==> src/rtl/gigex_cmd_pkg.sv <==
// gigex_cmd_pkg: shared GigEx channel and command-word definitions
package gigex_cmd_pkg;
    localparam int CMD_LEN          = 32;
    localparam int MODULE_ID_WIDTH  = 4;
    localparam int MODULE_ID_OFFSET = CMD_LEN - 1;
    localparam int GIGEX_CHANNELS   = 8;
    localparam int GIGEX_CH_WIDTH   = 3;
    typedef logic [CMD_LEN-1:0] cmd_word_t;
endpackage

==> src/rtl/cmd_sync_fifo.sv <==
// cmd_sync_fifo: count-based first-word-fall-through synchronous FIFO
module cmd_sync_fifo #(
    parameter int WIDTH = 32,
    parameter int DEPTH = 16,
    localparam int AW = $clog2(DEPTH),
    localparam int CW = $clog2(DEPTH + 1)
) (
    input  logic             clk,
    input  logic             rst,
    input  logic             wr_en,
    input  logic [WIDTH-1:0] din,
    input  logic             rd_en,
    output logic [WIDTH-1:0] dout,
    output logic             empty,
    output logic             full,
    output logic [CW-1:0]    count
);
    logic [WIDTH-1:0] mem [DEPTH];
    logic [AW-1:0] wp, rp;
    logic push, pop;
    // A pop in the same cycle frees the slot, so a push into a full FIFO still lands
    assign pop   = rd_en & ~empty;
    assign push  = wr_en & (~full | pop);
    assign empty = count == '0;
    assign full  = count == CW'(DEPTH);
    assign dout  = mem[rp];
    always_ff @(posedge clk)
        if (push) mem[wp] <= din;
    always_ff @(posedge clk or posedge rst)
        if (rst) begin
            wp    <= '0;
            rp    <= '0;
            count <= '0;
        end else begin
            wp    <= push ? wp + 1'b1 : wp;
            rp    <= pop ? rp + 1'b1 : rp;
            count <= count + CW'(push) - CW'(pop);
        end
endmodule

==> src/rtl/gigex_rx_cmd_decoder.sv <==
// gigex_rx_cmd_decoder: packs GigEx Rx bytes into command words and routes
// them by module id to per-module valid/ready streams
module gigex_rx_cmd_decoder
    import gigex_cmd_pkg::*;
#(
    parameter int NMODULES   = 4,
    parameter int CMD_LEN    = gigex_cmd_pkg::CMD_LEN,
    parameter int CHANNEL    = 0,
    parameter int FIFO_DEPTH = 16,
    parameter int SKID       = 2,
    parameter int TIMEOUT    = 255
) (
    input  logic                      clk,
    input  logic                      rst,
    input  logic [7:0]                Q,
    input  logic                      nRx,
    input  logic [GIGEX_CH_WIDTH-1:0] RC,
    output logic [GIGEX_CHANNELS-1:0] nRF,
    output logic [CMD_LEN-1:0]        cmd_data,
    output logic [NMODULES-1:0]       cmd_valid,
    input  logic [NMODULES-1:0]       cmd_ready,
    output logic [15:0]               drop_count
);
    localparam int NBYTES = CMD_LEN / 8;
    localparam int BW = $clog2(NBYTES);
    localparam int IW = $clog2(TIMEOUT + 1);
    localparam int CW = $clog2(FIFO_DEPTH + 1);
    logic [CMD_LEN-9:0] shift;
    logic [BW-1:0] bcnt;
    logic [IW-1:0] idle;
    logic [CMD_LEN-1:0] head;
    logic [CW-1:0] count;
    logic [MODULE_ID_WIDTH-1:0] id;
    logic [2:0] inc;
    logic accept, reject, last, timeout, push, pop, bad_id, full_drop, empty, full;
    assign accept    = ~nRx & (RC == GIGEX_CH_WIDTH'(CHANNEL));
    assign reject    = ~nRx & ~accept;
    assign last      = bcnt == BW'(NBYTES - 1);
    assign push      = accept & last;
    assign timeout   = ~accept & (bcnt != '0) & (idle == IW'(TIMEOUT - 1));
    assign id        = head[CMD_LEN-1 -: MODULE_ID_WIDTH];
    assign bad_id    = ~empty & ({1'b0, id} >= (MODULE_ID_WIDTH + 1)'(NMODULES));
    assign cmd_valid = (empty | bad_id) ? '0 : NMODULES'(1) << id;
    assign cmd_data  = empty ? '0 : head;
    // Unroutable words are popped immediately so they never block the queue
    assign pop       = bad_id | |(cmd_valid & cmd_ready);
    assign full_drop = push & full & ~pop;
    assign inc       = 3'(reject) + 3'(timeout) + 3'(full_drop) + 3'(bad_id);
    cmd_sync_fifo #(.WIDTH(CMD_LEN), .DEPTH(FIFO_DEPTH)) u_fifo (
        .clk   (clk),
        .rst   (rst),
        .wr_en (push),
        .din   ({shift, Q}),
        .rd_en (pop),
        .dout  (head),
        .empty (empty),
        .full  (full),
        .count (count)
    );
    always_ff @(posedge clk or posedge rst)
        if (rst) begin
            shift <= '0;
            bcnt  <= '0;
            idle  <= '0;
        end else if (accept) begin
            shift <= {shift[CMD_LEN-17:0], Q};
            bcnt  <= last ? '0 : bcnt + 1'b1;
            idle  <= '0;
        end else if (timeout) begin
            bcnt <= '0;
            idle <= '0;
        end else if (bcnt != '0) begin
            idle <= idle + 1'b1;
        end
    // Unused channels always read as not-full so GigEx flushes them into the discard path
    always_ff @(posedge clk or posedge rst)
        if (rst) begin
            nRF        <= '0;
            drop_count <= '0;
        end else begin
            nRF          <= '1;
            nRF[CHANNEL] <= count < CW'(FIFO_DEPTH - SKID);
            drop_count   <= (17'(drop_count) + 17'(inc) > 17'hFFFF) ? 16'hFFFF : drop_count + 16'(inc);
        end
endmodule

==> config.mk <==
export PLATFORM = sky130hd
export DESIGN_NAME = gigex_rx_cmd_decoder
export DESIGN_NICKNAME = d
export VERILOG_FILES = /design/src/rtl/gigex_cmd_pkg.sv /design/src/rtl/cmd_sync_fifo.sv /design/src/rtl/gigex_rx_cmd_decoder.sv
export SDC_FILE = /design/constraint.sdc
export NUM_CORES = 1
export LEC_CHECK = 0
export CORE_MARGIN = 10
export CORE_UTILIZATION = 30
export DETAILED_ROUTE_END_ITERATION = 7
export PLACE_DENSITY = 0.41
export SYNTH_ARGS = -nofsm -noshare
export SYNTH_HDL_FRONTEND = slang
export SYNTH_SLANG_ARGS = --single-unit
==> constraint.sdc <==
create_clock -name clk -period 12.8 [get_ports clk]
set_input_delay 1.28 -clock clk [delete_from_list [all_inputs] [get_ports clk]]
set_output_delay 1.28 -clock clk [all_outputs]
set_load 0.005 [all_outputs]
* Word-level counts from Yosys, hierarchy flattened
Memories as Yosys holds them, arrays and structs flattened.
Index checks and enable logic that the tools add are counted.
** Storage, ports and cells
- Flip-flop bits (word level) :: 65
- Bits in writable memories :: 512
- Input port bits :: 18
- Output and inout port bits :: 60
- Logic and storage cells :: 63
- Memories :: 1
** Memories
- u_fifo.mem :: words 16, width 32, read ports 1, clocked after memory_dff 0, wr ports 1, line cmd_sync_fifo.sv:18 : logic [WIDTH-1:0] mem [DEPTH];
** Cells by class
- Add/subtract/negate cells :: 11
- Magnitude comparators :: 3
- Equal/unequal tests :: 3
- Shift operators :: 1
- Multiplexer cells :: 11
- Bitwise gates (word level) :: 19
- Reductions and logical operators :: 6
** Operator list (number)
- $mux 32 :: 1
- $mux 8 :: 3
- $add 16x3->17 :: 1
- $gt 17x16->1 const B :: 1
- $add 16x3->16 :: 1
- $mux 16 :: 1
- $and 1x1->1 :: 10
- $add 4x1->4 const B :: 2
- $add 8x1->8 const B :: 1
- $eq 8x8->1 const B :: 1
- $mux 2 :: 3
- $add 5x1->5 :: 1
- $eq 5x5->1 const B :: 1
- $logic_not 5->1 :: 1
- $lt 5x4->1 const B :: 1
- $not 1->1 :: 5
- $sub 5x1->5 :: 1
- $and 4x4->4 :: 1
- $ge 4x3->1 const B :: 1
- $mux 4 :: 1
- $reduce_bool 2->1 :: 2
- $reduce_or 4->1 :: 1
- $shl 1x4->4 const A :: 1
- $add 2x1->3 :: 1
- 8 further kinds :: 11

* Logic depth before layout (Yosys ltp)
- Depth after elaboration :: 15
- Gate-level depth with buffers :: 23
- Mapped depth without buffers :: 19

* Hierarchy
Synthesis repeated with hierarchy kept, for this count alone.
** Unflattened totals
- Cells, all modules :: 1265
- Area, all modules :: 23134.7 sq um
** By module, submodules not included
- cmd_sync_fifo :: times used 1, cells each 1007, area an instance 20404.6 sq um, seq. area each 15700.1 sq um
- gigex_rx_cmd_decoder :: times used 1, cells each 258, area an instance 2730.1 sq um, seq. area each 1301.2 sq um

* Worst setup path before layout
OpenSTA, ideal clock, no wires.
- Kind :: input to register
- Start :: in cmd_ready[3]
- End :: reg drop_count[11]
- Library setup time :: 68 ps
- Arrival :: 4895 ps
- Slack :: 7838 ps
- Cell stages on the path :: 19
- Path buffers :: 2
- Cells stage by stage :: and2_1 -> a32o_1 -> a211oi_1 -> nor3b_1 -> or3_1 -> nand3b_1 -> fa_1 -> inv_1 -> ha_1 -> ha_1 -> inv_1 -> fa_1 -> inv_1 -> a21o_1 -> nor2b_1 -> clkbuf_1 -> nand4_1 -> clkbuf_1 -> nand2_1
** On the way
- Word-level cells in the longest chain between the ends :: 10
- Elaborated cells on any way between the ends :: 11
** Ends and longest elaborated chain
- start: declaration :: line gigex_rx_cmd_decoder.sv:21 : input logic [NMODULES-1:0] cmd_ready,
- $and 4x4->4 (*) :: line gigex_rx_cmd_decoder.sv:46 : assign pop = bad_id | |(cmd_valid & cmd_ready);
- $reduce_or 4->1 (*) :: line gigex_rx_cmd_decoder.sv:46
- $or 1x1->1 (*) :: line gigex_rx_cmd_decoder.sv:46
- $not 1->1 (*) :: line gigex_rx_cmd_decoder.sv:47 : assign full_drop = push & full & ~pop;
- $and 1x1->1 (*) :: line gigex_rx_cmd_decoder.sv:47
- $add 2x1->3 (*) :: line gigex_rx_cmd_decoder.sv:48 : assign inc = 3'(reject) + 3'(timeout) + 3'(full_drop) + 3'(bad_id);
- $add 3x1->3 (*) :: line gigex_rx_cmd_decoder.sv:48
- $add 16x3->17 :: line gigex_rx_cmd_decoder.sv:83 : drop_count <= (17'(drop_count) + 17'(inc) > 17'hFFFF) ? 16'hFFFF : drop_count + 16'(inc);
- $gt 17x16->1 :: line gigex_rx_cmd_decoder.sv:83
- $mux 16 (*) :: line gigex_rx_cmd_decoder.sv:83
- end signal: assignment :: line gigex_rx_cmd_decoder.sv:83
- end: declaration :: line gigex_rx_cmd_decoder.sv:22 : output logic [15:0] drop_count
Mark *: on every way between the ends. The rest lies on a longest branch, timed or not.
A chain may end at the register's enable or synchronous reset.

* Worst setup path after layout
- Start :: reg u_fifo.rp[0]
- End :: out cmd_data[22]
** On the way
- Word-level cells in the longest chain between the ends :: 2
** Ends and longest elaborated chain
- start: declaration :: line cmd_sync_fifo.sv:19 : logic [AW-1:0] wp, rp;
- start signal: assignment :: line cmd_sync_fifo.sv:36 : rp <= pop ? rp + 1'b1 : rp;
- $mem_v2 16x32
- $mux 32 :: line gigex_rx_cmd_decoder.sv:44 : assign cmd_data = empty ? '0 : head;
- end: declaration :: line gigex_rx_cmd_decoder.sv:19 : output logic [CMD_LEN-1:0] cmd_data,
No other way between the ends.

==> flow_metrics.py <==
metrics = {
    "finish": {
        "n_fill_cell": 7180,
        "layout-drive-gt1-share_pct": 18.82,
        "diodes": 0,
        "area_growth_pct": 17.72,
        "fin_util_pct": 35.70,
        "finalNetCount": 1438,
    },
    "job": {
        "drv_cap": 0,
    },
    "clock_tree": {
        "postCtsSetupBuffers": 0,
        "cts_root_buf": "clkbuf_16",
        "ctsLongestPathBuffers": 3,
        "cts.hold.buffers_added": 0,
        "cts_buffers": 68,
        "cts_resized": 0,
        "worst_skew_pair.late_latency_ns": 0.59,
        "cts.clk_slew.worst_paths_ns": 0.06,
        "htree_levels": 3,
        "tritoncts": "done",
        "clkSinkCount": 577,
    },
    "grt": {
        "grt_pass1_vias": 12810,
        "grt_usage_pct": 13.35,
        "overflow": 0,
        "grt_max_degree": 66,
        "grt_pass1_wl_mm": 88.06,
        "antenna_found_initial": 0,
    },
    "yosys": {
        "synthArstFlopShare_pct": 11.27,
        "synth_nets": 1334,
        "synth_warnings": 0,
        "synthCells": 1291,
        "seq_area_frac_synth_pct": 73.57,
        "ys_types": 58,
        "ys.flop_type": "edfxtp_1",
        "synth_edf_count": 512,
        "postSynthAreaPerCell_um2": 17.90,
        "yosys_register_bits": 577,
        "synth.cell_area_um2": 23110,
    },
    "critical_path": {
        "r2r_setup_slack_ns": 6.52,
        "startpoint_type": "flip-flop",
        "crit_type": "reg -> out",
        "reg2reg_to": "drop_count[10]$_DFF_PP0_",
        "r2r_cells": 19,
        "worstPathMaxFanout": 51,
        "cp.arrival_ns": 5.09,
        "end_kind": "output pin",
        "r2r_start": "u_fifo.rp[3]$_DFFE_PP0P_",
        "cp.required_ns": 11.52,
    },
    "pwr": {
        "p_leak_uw": 0.009105,
        "ir_drop_mv": 0.1001,
        "powerDensity_nw_per_um2": 221.9,
    },
    "sta": {
        "fin_tns_setup_ns": 0,
        "finalCritPeriodShare_pct": 49.73,
        "worstMarginPinSlew_ns": 1.004,
        "worst_slack_ns": 6.435,
        "fmax_mhz": 157.1,
        "max_slew_margin_pct": 33.09,
        "rsz0062_at_grt": "no",
        "finalCriticalPeriod_ns": 6.365,
        "fin_skew_ns": 0.01910,
        "hold_viol": 0,
        "slew_violations": 0,
        "finalSetupViolations": 0,
    },
    "floorplan": {
        "fp.dieW_um": 297.5,
        "die_y_um": 297.5,
        "io_pins": 78,
        "core_area_um2": 76200,
        "rows": 101,
        "die_area_um2": 88530,
        "initial_core_util_pct": 30.33,
    },
    "run_status": {
        "status": "finished clean",
    },
    "placed_design": {
        "port_buffers": 77,
        "place_ws_ns": 6.323,
        "place_congestion": 0.7234,
        "dp_hpwl_mm": 30.54,
    },
    "routing": {
        "drtPass1Iterations": 5,
        "via_per_inst": 4.850,
        "ant_nets": 0,
        "drc": 0,
        "wirelength_mm": 59.70,
        "avgRoutedWirePerCell_um": 24.12,
        "vias": 12000,
        "drtIter0Drc": 718,
    },
    "worst_hold_path": {
        "hold_end": "nRF[0]$_DFF_PP0_",
        "min_path_cells": 1,
        "worst_hold_startpoint": "u_fifo.count[4]$_DFF_PP0_",
        "hp-class": "reg -> reg",
    },
}
-- registers in the layout, indices dropped and copies added (netlist names) --
register	flops
u_fifo.count	5
nRF	2
shift	24
drop_count	16
bcnt	2
u_fifo.wp	4
u_fifo.rp	4
idle	8
u_fifo.mem	512
-- cells in the mapped netlist, drive strengths merged, types with 3 or more instances --
master  instances  share of area, %
mux2           56               2.7
nand3          14              0.30
xnor2          12              0.45
edfxtp        512                67
buf            34              0.84
mux4           68               6.6
and2            6              0.16
nand4           6              0.16
ha             22               1.2
o21ai          32              0.69
a21oi          64               1.4
inv            26              0.42
dfrtp          65               7.0
nor3           34              0.79
a211oi          3             0.097
mux2i          96               4.2
clkbuf         38              0.62
nor2b           9              0.24
nand2          34              0.55
nand2b          4              0.11
xor2           14              0.53
a21o            3             0.097
o221ai         28               1.1
o22ai          28              0.76
and3            5              0.14
nor2           43              0.71
fa              3              0.26
nand3b          5              0.16
-- how the worst max path moves through the flow --
stage	start	slack, ns	to
after global routing	u_fifo.rp[0]$_DFFE_PP0P_	5.83	drop_count[10]$_DFF_PP0_
final	u_fifo.rp[0]$_DFFE_PP0P_	6.43	cmd_data[22]
after CTS	u_fifo.rp[0]$_DFFE_PP0P_	6.21	cmd_data[22]
after global placement	u_fifo.rp[0]$_DFFE_PP0P_	6.51	drop_count[8]$_DFF_PP0_
after floorplan	cmd_ready[3]	7.84	drop_count[11]$_DFF_PP0_
after detailed placement	u_fifo.rp[0]$_DFFE_PP0P_	6.32	drop_count[8]$_DFF_PP0_
-- report_power, final --
part	switching [uW]	total, uW	internal [uW]
logic	898	1740	841
clock network	739	1780	1040
registers	275	2520	2240
total	1910	6040	4120
-- cell type report --
type	count	area, um2	share of cell area [%]
Multi-Input combinational cell	616	5802	21.33
Clock buffer	95	1834	6.743
Sequential cell	577	17010	62.53
Inverter	26	98.84	0.3634
Timing Repair Buffer	106	988.4	3.634
Tap cell	1030	1289	4.738
Clock inverter	25	180.2	0.6623
-- cells by family (layout without fill, tap and decap cells) --
| family | count (synthesis) | after routing | synth area share (%) |
|---|---|---|---|
| other | 1 | 1 | 0.01623 |
| AOI/OAI and AO/OA | 174 | 174 | 4.911 |
| and+or+nand+nor | 170 | 170 | 3.655 |
| xor gates and xnor gates | 26 | 26 | 0.9854 |
| muxes | 220 | 220 | 13.53 |
| buffers and inverters | 98 | 252 | 1.879 |
| adders and majority gates | 25 | 25 | 1.451 |
| DFF | 577 | 577 | 73.57 |
-- worst max-delay path: stages, from the launching register on --
cell	delay, ns
dfrtp_4	0.99
buf_4	0.89
buf_4	0.77
mux2_2	0.28
a21oi_1	0.05
o21ai_0	0.16
a21oi_1	0.11
nor3_1	0.57
clkdlybuf4s50_1	0.63
-- cells in the final DEF (no fill, tap or decap), types with 29 or more instances in the layout --
master / count
mux2_2: 53
buf_4: 29
edfxtp_1: 512
mux2i_1: 96
nor3_1: 29
clkdlybuf4s50_1: 77
mux4_2: 68
a21oi_1: 64
dfrtp_1: 62
o21ai_0: 32
clkbuf_16: 69
nor2_1: 30
nand2_1: 33
-- layer usage --
layer  global-route usage [%]  share of wire, %  vias to the layer above
li1                         -                 -                     5349
met1                    17.77                46                     6351
met2                    21.96                48                      226
met3                    2.713               4.1                       78
met4                    3.431               1.8                        0
met5                        0                 0                        -
-- through the flow --
step	std cells	hold slack (ns)	power, uW	cell area, um2
after floorplan	1291	0.4427	3560	23110
after global placement	2355	0.5041	4366	25190
after detailed placement	2355	0.5158	4361	25190
after CTS	2475	0.5248	6175	27200
after global routing	2475	0.5572	6397	27200
final	2475	0.5114	6037	27200
No activity file was read; power rests on OpenSTA's default activity.
